File: src/rtl/demux1to4_stream.sv
// One-to-four stream demux: each input beat is steered by sel_i into a one-entry output register per channel.
// Latency: 1 cycle from input transfer to valid_o. Backpressure: ready_o follows only the selected channel's slot state and its ready_i.
// Optional per-channel 16-bit accepted-beat counters (cnt_o) are enabled with DEMUX4_CNT_EN.
module demux1to4_stream #(
    parameter int DATA_W = 8
) (
    input  logic                   clk_i,
    input  logic                   rst_i,
    input  logic [DATA_W-1:0]      data_i,
    input  logic [1:0]             sel_i,
    input  logic                   valid_i,
    output logic                   ready_o,
    output logic [3:0][DATA_W-1:0] data_o,
    output logic [3:0]             valid_o,
    input  logic [3:0]             ready_i
`ifdef DEMUX4_CNT_EN
    ,
    output logic [3:0][15:0]       cnt_o
`endif
);

    logic       in_xfer;
    logic [3:0] load;

    // A slot can take a new beat when it is empty or is draining this same cycle.
    assign ready_o = ~valid_o[sel_i] | ready_i[sel_i];
    assign in_xfer = valid_i & ready_o;

    always_comb begin
        load = 4'b0000;
        if (in_xfer) begin
            load[sel_i] = 1'b1;
        end
    end

    always_ff @(posedge clk_i) begin
        if (rst_i) begin
            valid_o <= 4'b0000;
            data_o  <= '0;
        end else begin
            for (int k = 0; k < 4; k++) begin
                if (load[k]) begin
                    data_o[k]  <= data_i;
                    valid_o[k] <= 1'b1;
                end else if (ready_i[k]) begin
                    valid_o[k] <= 1'b0;
                end
            end
        end
    end

`ifdef DEMUX4_CNT_EN
    always_ff @(posedge clk_i) begin
        if (rst_i) begin
            cnt_o <= '0;
        end else begin
            for (int k = 0; k < 4; k++) begin
                if (load[k]) begin
                    cnt_o[k] <= cnt_o[k] + 16'd1;
                end
            end
        end
    end
`endif

endmodule
File: config.mk
export PLATFORM = sky130hd
export DESIGN_NAME = demux1to4_stream
export DESIGN_NICKNAME = d
export VERILOG_FILES = /design/src/rtl/demux1to4_stream.sv
export SDC_FILE = /design/constraint.sdc
export NUM_CORES = 1
export LEC_CHECK = 0
export ABC_AREA = 1
export BUFFER_PORTS_ARGS = -buffer_cell sky130_fd_sc_hd__buf_2
export CAP_MARGIN = 20
export CORE_MARGIN = 1.5
export CORE_UTILIZATION = 45
export DETAILED_ROUTE_END_ITERATION = 10
export PLACE_DENSITY_LB_ADDON = 0.25
export SYNTH_ARGS = -nofsm -noshare
export SYNTH_HDL_FRONTEND = slang
export SYNTH_SLANG_ARGS = --single-unit
File: constraint.sdc
create_clock -name clk_i -period 2.2 [get_ports clk_i]
set_input_delay 0.11 -clock clk_i [delete_from_list [all_inputs] [get_ports clk_i]]
set_output_delay 0.11 -clock clk_i [all_outputs]
set_load 0.01 [all_outputs]
After elaboration in Yosys (flattened, before gate mapping)

Index checks and enable logic that the tools add are counted.
Widths: inputs -> output; s select.

Mux-type cells: 15
Reductions and logical operators: 5
Order comparisons: 2
Bitwise gates (word level): 3

Operators by type and width:

| cell               | number |
|---|---|
| $mux 1             | 11 |
| $reduce_bool 2->1  | 4 |
| $bmux 1 s2         | 2 |
| $mux 4             | 1 |
| $lt 2x3->1 const B | 1 |
| $demux 1 s2        | 1 |
| $ge 2x1->1 const B | 1 |
| $and 1x1->1        | 1 |
| $logic_and 1x1->1  | 1 |
| $not 1->1          | 1 |
| $or 1x1->1         | 1 |

Output and inout bits: 37
Input port bits: 17
Word-level logic and storage cells: 33
Bits in registers: 36

Depth between registers and ports, before layout

Gate-level depths: netlist of the first run.

Depth in word-level cells: 7
Depth in mapped cells: 11
Mapped depth without buffers: 10

Worst setup path after synthesis of the first run

OpenSTA, ideal clock, no wires.

Path kind: register -> register
Start: register valid_o[3]
End: register data_o[24] (netlist name)
Path slack: 1.061 ns
Buffers on the path: 1
Cell stages (with the launch flop): 10
Data required time: 2.136 ns
Clock period less this slack: 1.139 ns
Arrival time: 1.076 ns
Setup time: 0.064 ns
Cell sequence: dfxtp_1 nand2_1 nand2_1 nand2_1 nand2_2 nand2_8 buf_6 nand4_1 nand2_1 nor2_1

Cells in the longest elaborated chain, start to end: 6

RTL lines:

| element                          | line | text |
|---|---|---|
| start: declaration               | 14   | `output logic [3:0] valid_o,` |
| start signal: assignment         | 38   | `valid_o <= 4'b0000;` |
| start signal: indexed assignment | 44   | `valid_o[k] <= 1'b1;` |
| start signal: indexed assignment | 46   | `valid_o[k] <= 1'b0;` |
| $bmux 1 s2                       | 26   | `assign ready_o = ~valid_o[sel_i] \| ready_i[sel_i];` |
| $mux 1 (implied by the code)     | 26   |  |
| $not 1->1                        | 26   |  |
| $or 1x1->1                       | 26   |  |
| via ready_o                      | 12   | `output logic ready_o,` |
| $and 1x1->1                      | 27   | `assign in_xfer = valid_i & ready_o;` |
| $mux 4                           | 31   | `if (in_xfer) begin` |
| end signal: indexed assignment   | 43   | `data_o[k] <= data_i;` |
| end: declaration                 | 13   | `output logic [3:0][DATA_W-1:0] data_o,` |

The timed path passes the listed nets, and every way through them passes these cells. The select of a mux whose other input is x is not followed.
A chain may end at the register's enable or synchronous reset.

Final worst setup path of the first run

Start: register valid_o[3]
End: output ready_o

Cells in the longest elaborated chain, start to end: 4

RTL lines:

| element                      | line |
|---|---|
| $bmux 1 s2                   | 26 |
| $mux 1 (implied by the code) | 26 |
| $not 1->1                    | 26 |
| $or 1x1->1                   | 26 |
| end: declaration             | 12 |

Every way passes these cells. The select of a mux whose other input is x is not followed.

==> results of run 1 <==
[stage by stage]
stage	power (W)	utilization, %	instances	worst slack [ps]	hold WS (ps)
finish	0.00141	55.3	388	760	61.6
CTS	0.00143	55.3	388	756	52.6
global route	0.00150	55.3	388	649	50.6
floorplan	0.000900	-	289	1060	179
detailed placement	0.000969	53.2	380	790	371
global placement	0.000965	53.2	380	824	369
[cells in the final DEF, fill, tap and decap left out, types with 3 or more instances in the layout]
master and n:
a21oi_1 4, nand4_1 32, buf_2 53, nand2_1 78
nand2_2 3, dfxtp_1 36, nand3_4 4, inv_1 77
nor2_1 32, clkbuf_8 5
[path summary, 6_finish.rpt]
kind / depth (start not counted) / endpoint / slack (ps) / startpoint
max: 6 / ready_o / 760 / valid_o[3]
min: 2 / valid_o[3] / 60 / rst_i
max reg2reg: 9 / data_o[28] / 890 / valid_o[3]
min reg2reg: 2 / valid_o[2] / 490 / valid_o[2]
[power by group through the flow]
stage	clock network (W)	registers, W	logic (W)
floorplan	0	0.000735	0.000165
global placement	0	0.000717	0.000248
detailed placement	0	0.000718	0.000251
CTS	0.000477	0.000703	0.000253
global route	0.000509	0.000707	0.000288
finish	0.000460	0.000702	0.000252
[state kept, by name (all words and copies together), names as in the netlist]
signal / cells
valid_o: 4
data_o: 32
[cell families after synthesis]
kind of cell	synth area share (%)
AO/OA/AOI/OAI	1.04
buffers and inverters	20.4
flip-flops	37.6
AND/OR/NAND/NOR	41.0
[area by class of cell]
class                           count  share of cell area (%)
Sequential cell                    36                    32.1
Timing Repair Buffer               53                    11.8
Inverter                           80                    13.5
Tap cell                           50                    2.79
Multi-Input combinational cell    161                    35.9
Clock buffer                        5                    3.07
Clock inverter                      3                   0.836
[per-layer routing]
layer	wire length, um	vias to the layer above	share of wire, %
li1	-	955	-
met1	1920	748	46
met5	0	-	0
met3	204	6	4.9
met2	1950	44	47
met4	63	0	1.5
==> impl_metrics.env, run 1 <==
export IMPL_die_area_um2=4660
export IMPL_grt_busiest_layer="met2"
export IMPL_rsz0062_at_grt="false"
export IMPL_max_slew_margin_rel_pct=40.9
export IMPL_seqCellArea_um2=721
export IMPL_row_count=23
export IMPL_async_flop_share_pct=0
export IMPL_ant_nets=0
export IMPL_cp_end_kind="primary output"
export IMPL_met2_usage_pct=30.2
export IMPL_p_sw_w=0.000418
export IMPL_dp_hpwl_mm=2.94
export IMPL_worst_path_buf_inv=1
export IMPL_slowest_stage="dfxtp_1"
export IMPL_finalSetupViolations=0
export IMPL_fillers=424
export IMPL_synthTopCellsByArea="dfxtp_1 38%, nand2_1 15%, inv_1 15%"
export IMPL_crit_family="simple AND/OR/NAND/NOR gates"
export IMPL_via_count=1753
export IMPL_synth_cell_types=20
export IMPL_cts_setup_buffers=0
export IMPL_irDropWorstVdd_mv=0.320
export IMPL_syn_area_per_cell_um2=6.63
export IMPL_grt_max_degree=38
export IMPL_cts_resized=0
export IMPL_clk_pin_slew_worst_paths_ps=70
export IMPL_gr_total_overflow=0
export IMPL_syn_nets=306
export IMPL_drive_gt1_share_pct=22.5
export IMPL_cp_cell_sequence="nand2_1 > nand2_1 > nand2_1 > nand2_2 > nand2_8 > buf_2"
export IMPL_outcome="completed"
export IMPL_numCtsBuffers=5
export IMPL_ys_ff_latch=36
export IMPL_root_buffer="clkbuf_8"
export IMPL_yosysTopAreaCellShare_pct=37.6
export IMPL_tightest_slew_ps=886
export IMPL_hold_class="in2reg"
export IMPL_seq_power_share_pct=49.7
export IMPL_power_leakage_nw=1.27
export IMPL_fin_skew_ps=9.80
export IMPL_synth_edf_count=0
export IMPL_period_share_pct=65.5
export IMPL_wl_per_cell_um=10.7
export IMPL_min_period_ps=1440
export IMPL_ctsHtreeMaxLevel=2
export IMPL_avgViaCountPerCell=4.52
export IMPL_p_int_w=0.000996
export IMPL_crit_type="reg2out"
export IMPL_cts_tree="done"
export IMPL_tns_ps=0
export IMPL_gr_usage_met3_pct=5.59
export IMPL_fin_area_um2=2240
export IMPL_worstPathRequired_ps=2090
export IMPL_die_w_um=68.3
export IMPL_drc=0
export IMPL_area_delta_synth_final_pct=17.1
export IMPL_yosys_top_cells_count="78 x nand2_1, 77 x inv_1, 36 x dfxtp_1"
export IMPL_comb_power_share_pct=17.8
export IMPL_grt_pass1_wl_mm=6.65
export IMPL_dieHeight_um=68.3
export IMPL_cts_path_max_buffers=2
export IMPL_ys_seq_area_share_pct=37.6
export IMPL_crit_fanout=37
export IMPL_synthFlopType="dfxtp_1"
export IMPL_synth_most_common_cell="nand2_1"
export IMPL_firstDrtPassIters=4
export IMPL_placed_area_um2=2160
export IMPL_gp_congestion=0.754
export IMPL_drt_iter0_drc=60
export IMPL_buffer_ports_inserted=53
export IMPL_crit_top_cell="nand2_1"
export IMPL_antenna_found_initial=0
export IMPL_cts_hold_buf=0
export IMPL_clock_latency_ps=290
export IMPL_slowest_delay_ps=350
export IMPL_n_antenna_cell=0
export IMPL_hold_viol_final=0
export IMPL_final_max_slew_viol_count=0
export IMPL_pwr_density_cell_nw_per_um2=630
export IMPL_grt_use_total_pct=19.5
export IMPL_core_um2=4060
export IMPL_met1_usage_pct=25.0
export IMPL_fin_nets=354
export IMPL_multi_input_area_um2=806
export IMPL_grt_pass1_vias=1464
export IMPL_arrival_ps=1330
export IMPL_drv_cap=0
export IMPL_syn_instance_count=289
export IMPL_yosys_area_top_type="dfxtp_1"
export IMPL_pin_count=54
export IMPL_switching_share_pct=29.6
export IMPL_clkSinkCount=36
export IMPL_clock_fmax_mhz=694
export IMPL_yosysWarnings=0
export IMPL_drt_wl_total_mm=4.13
export IMPL_cp_start_kind="register"
export IMPL_p_clk_share_pct=32.6
export IMPL_initial_utilization_pct=47.2
export IMPL_syn_area_um2=1920
Power figures use the tool's default switching activity.
==> run 2, diff against run 1 <==
- clock period: 2.2 -> 1.5 ns (I/O delays scaled with it)
==> run 2 against run 1 <==
Critical path depth stayed put. Via count is 0.57% higher. Setup slack worse by 670 ps. Clock power is 47% higher. Global-route usage is 0.41 points lower. Highest routed layer unchanged.
==> impl_metrics.env, run 2 (synthesis gave the netlist of run 1 again) <==
export IMPL_numCtsBuffers=5
export IMPL_pin_count=54
export IMPL_met3_wirelength_um=209
export IMPL_dpl_cell_count=384
export IMPL_grt_pass1_vias=1500
export IMPL_finalSetupViolations=0
export IMPL_fin_area_um2=2270
export IMPL_avgViaCountPerCell=4.50
export IMPL_switching_share_pct=29.6
export IMPL_fillers=412
export IMPL_n_antenna_cell=0
export IMPL_crit_fanout=37
export IMPL_pwr_density_cell_nw_per_um2=916
export IMPL_drc=0
export IMPL_final_common_cell="nand2_1"
export IMPL_multi_input_area_um2=806
export IMPL_outcome="completed"
export IMPL_gp_congestion=0.757
export IMPL_wl_met1_mm=1.95
export IMPL_cts_hold_buf=0
export IMPL_dp_hpwl_mm=2.97
export IMPL_die_w_um=68.3
export IMPL_clkSinkCount=36
export IMPL_drt_wl_total_mm=4.10
export IMPL_firstDrtPassIters=4
export IMPL_min_to="valid_o[1]"
export IMPL_crit_type="reg2out"
export IMPL_ctsHtreeMaxLevel=2
export IMPL_comb_power_share_pct=18.1
export IMPL_top_layer_used="met4"
export IMPL_max_flop_register="data_o"
export IMPL_worstPathRequired_ps=1420
export IMPL_cp_start_kind="register"
export IMPL_largest_reg_flops=32
export IMPL_hold_viol_final=0
export IMPL_met2_length_mm=1.89
export IMPL_grt_use_total_pct=19.1
export IMPL_ff2ff_path_depth=9
export IMPL_arrival_ps=1330
export IMPL_initial_utilization_pct=47.2
export IMPL_cp_end_kind="primary output"
export IMPL_via_count=1763
export IMPL_antenna_found_initial=0
export IMPL_finalNonFillerCells=392
export IMPL_reg_top3="data_o x32, valid_o x4"
export IMPL_cts_path_max_buffers=2
export IMPL_worstSetupStartpoint="valid_o[3]"
export IMPL_final_cell_mix="78 x nand2_1, 77 x inv_1, 53 x buf_2, 36 x dfxtp_1"
export IMPL_drt_iter0_drc=69
export IMPL_power_leakage_nw=1.29
export IMPL_clock_fmax_mhz=711
export IMPL_tightest_slew_ps=430
export IMPL_max_slew_margin_rel_pct=71.3
export IMPL_min_period_ps=1410
export IMPL_cts_resized=0
export IMPL_rr_startpoint="valid_o[3]"
export IMPL_gr_total_overflow=0
export IMPL_drv_cap=0
export IMPL_r2r_slack_ps=200
export IMPL_period_share_pct=93.7
export IMPL_wl_per_cell_um=10.5
export IMPL_tns_ps=0
export IMPL_grt_max_degree=38
export IMPL_p_sw_w=0.000616
export IMPL_hp_start="rst_i"
export IMPL_seq_power_share_pct=49.4
export IMPL_root_buffer="clkbuf_8"
export IMPL_core_um2=4060
export IMPL_dieHeight_um=68.3
export IMPL_placed_area_um2=2190
export IMPL_p_clk_share_pct=32.5
export IMPL_cts_tree="done"
export IMPL_area_delta_synth_final_pct=18.7
export IMPL_final_max_slew_viol_count=0
export IMPL_row_count=23
export IMPL_seqCellArea_um2=721
export IMPL_p_int_w=0.00147
export IMPL_die_area_um2=4660
export IMPL_r2r_end="data_o[18]"
export IMPL_clock_latency_ps=290
export IMPL_irDropWorstVdd_mv=0.787
export IMPL_grt_pass1_wl_mm=6.65
export IMPL_rsz0062_at_grt="false"
export IMPL_fin_nets=358
export IMPL_drive_gt1_share_pct=23.4
export IMPL_ant_nets=0
export IMPL_fin_skew_ps=11.8
export IMPL_hold_class="in2reg"
export IMPL_cts_setup_buffers=0
export IMPL_buffer_ports_inserted=53
export IMPL_worst_hold_path_num_cells=2
export IMPL_clk_pin_slew_worst_paths_ps=80
-- run 2: cell count changes in the layout (fill, tap and decap cells not counted) --
cell   delta
buf_4     +4
-- run 2: worst max-delay path: stages (launching register included) --
cell and delay, ps:
dfxtp_1 360, nand2_1 60, nand2_1 70, nand2_1 50, nand2_2 120, nand2_8 170, buf_2 200
-- run 2: through the flow --
step | total power [W] | util (%) | worst slack (ps) | hold slack [ps]
2_1_floorplan | 0.00132 | - | 361 | 144
3_3_place_gp | 0.00142 | 53.9 | 200 | 335
3_5_place_dp | 0.00143 | 53.9 | 156 | 330
4_1_cts | 0.00210 | 56.1 | 93.5 | 20.1
5_1_grt | 0.00221 | 56.1 | 5.66 | 18.8
6_report | 0.00208 | 56.1 | 94.4 | 24.9
-- run 2: layer usage --
layer	GRT usage (%)	vias to the layer above
met5	0	-
met4	5.75	0
met3	4.44	5
met2	31.1	42
met1	25.1	755
li1	-	961
-- run 2: power by group through the flow --
stage               Combinational (W)  Sequential [W]  Clock, W
floorplan                    0.000242         0.00108         0
finish                       0.000377         0.00103  0.000678
global placement             0.000371         0.00105         0
detailed placement           0.000376         0.00105         0
global route                 0.000428         0.00104  0.000741
CTS                          0.000378         0.00103  0.000692
-- run 2: how the worst max path moves through the flow --
stage / endpoint / slack (ps) / depth (start not counted)
after floorplan: data_o[24] / 360 / 9
after global placement: data_o[8] / 200 / 11
after detailed placement: data_o[20] / 160 / 11
after CTS: ready_o / 90 / 6
after global routing: ready_o / 6 / 6
final: ready_o / 90 / 6
-- run 2: cell type report --
type                       instances  share of cell area [%]
clock buffer                       5                    3.03
timing repair buffer              57                    13.0
inverter                          80                    13.3
multi-input combinational        161                    35.4
clock inverter                     3                   0.825
sequential                        36                    31.7
tap                               50                    2.75
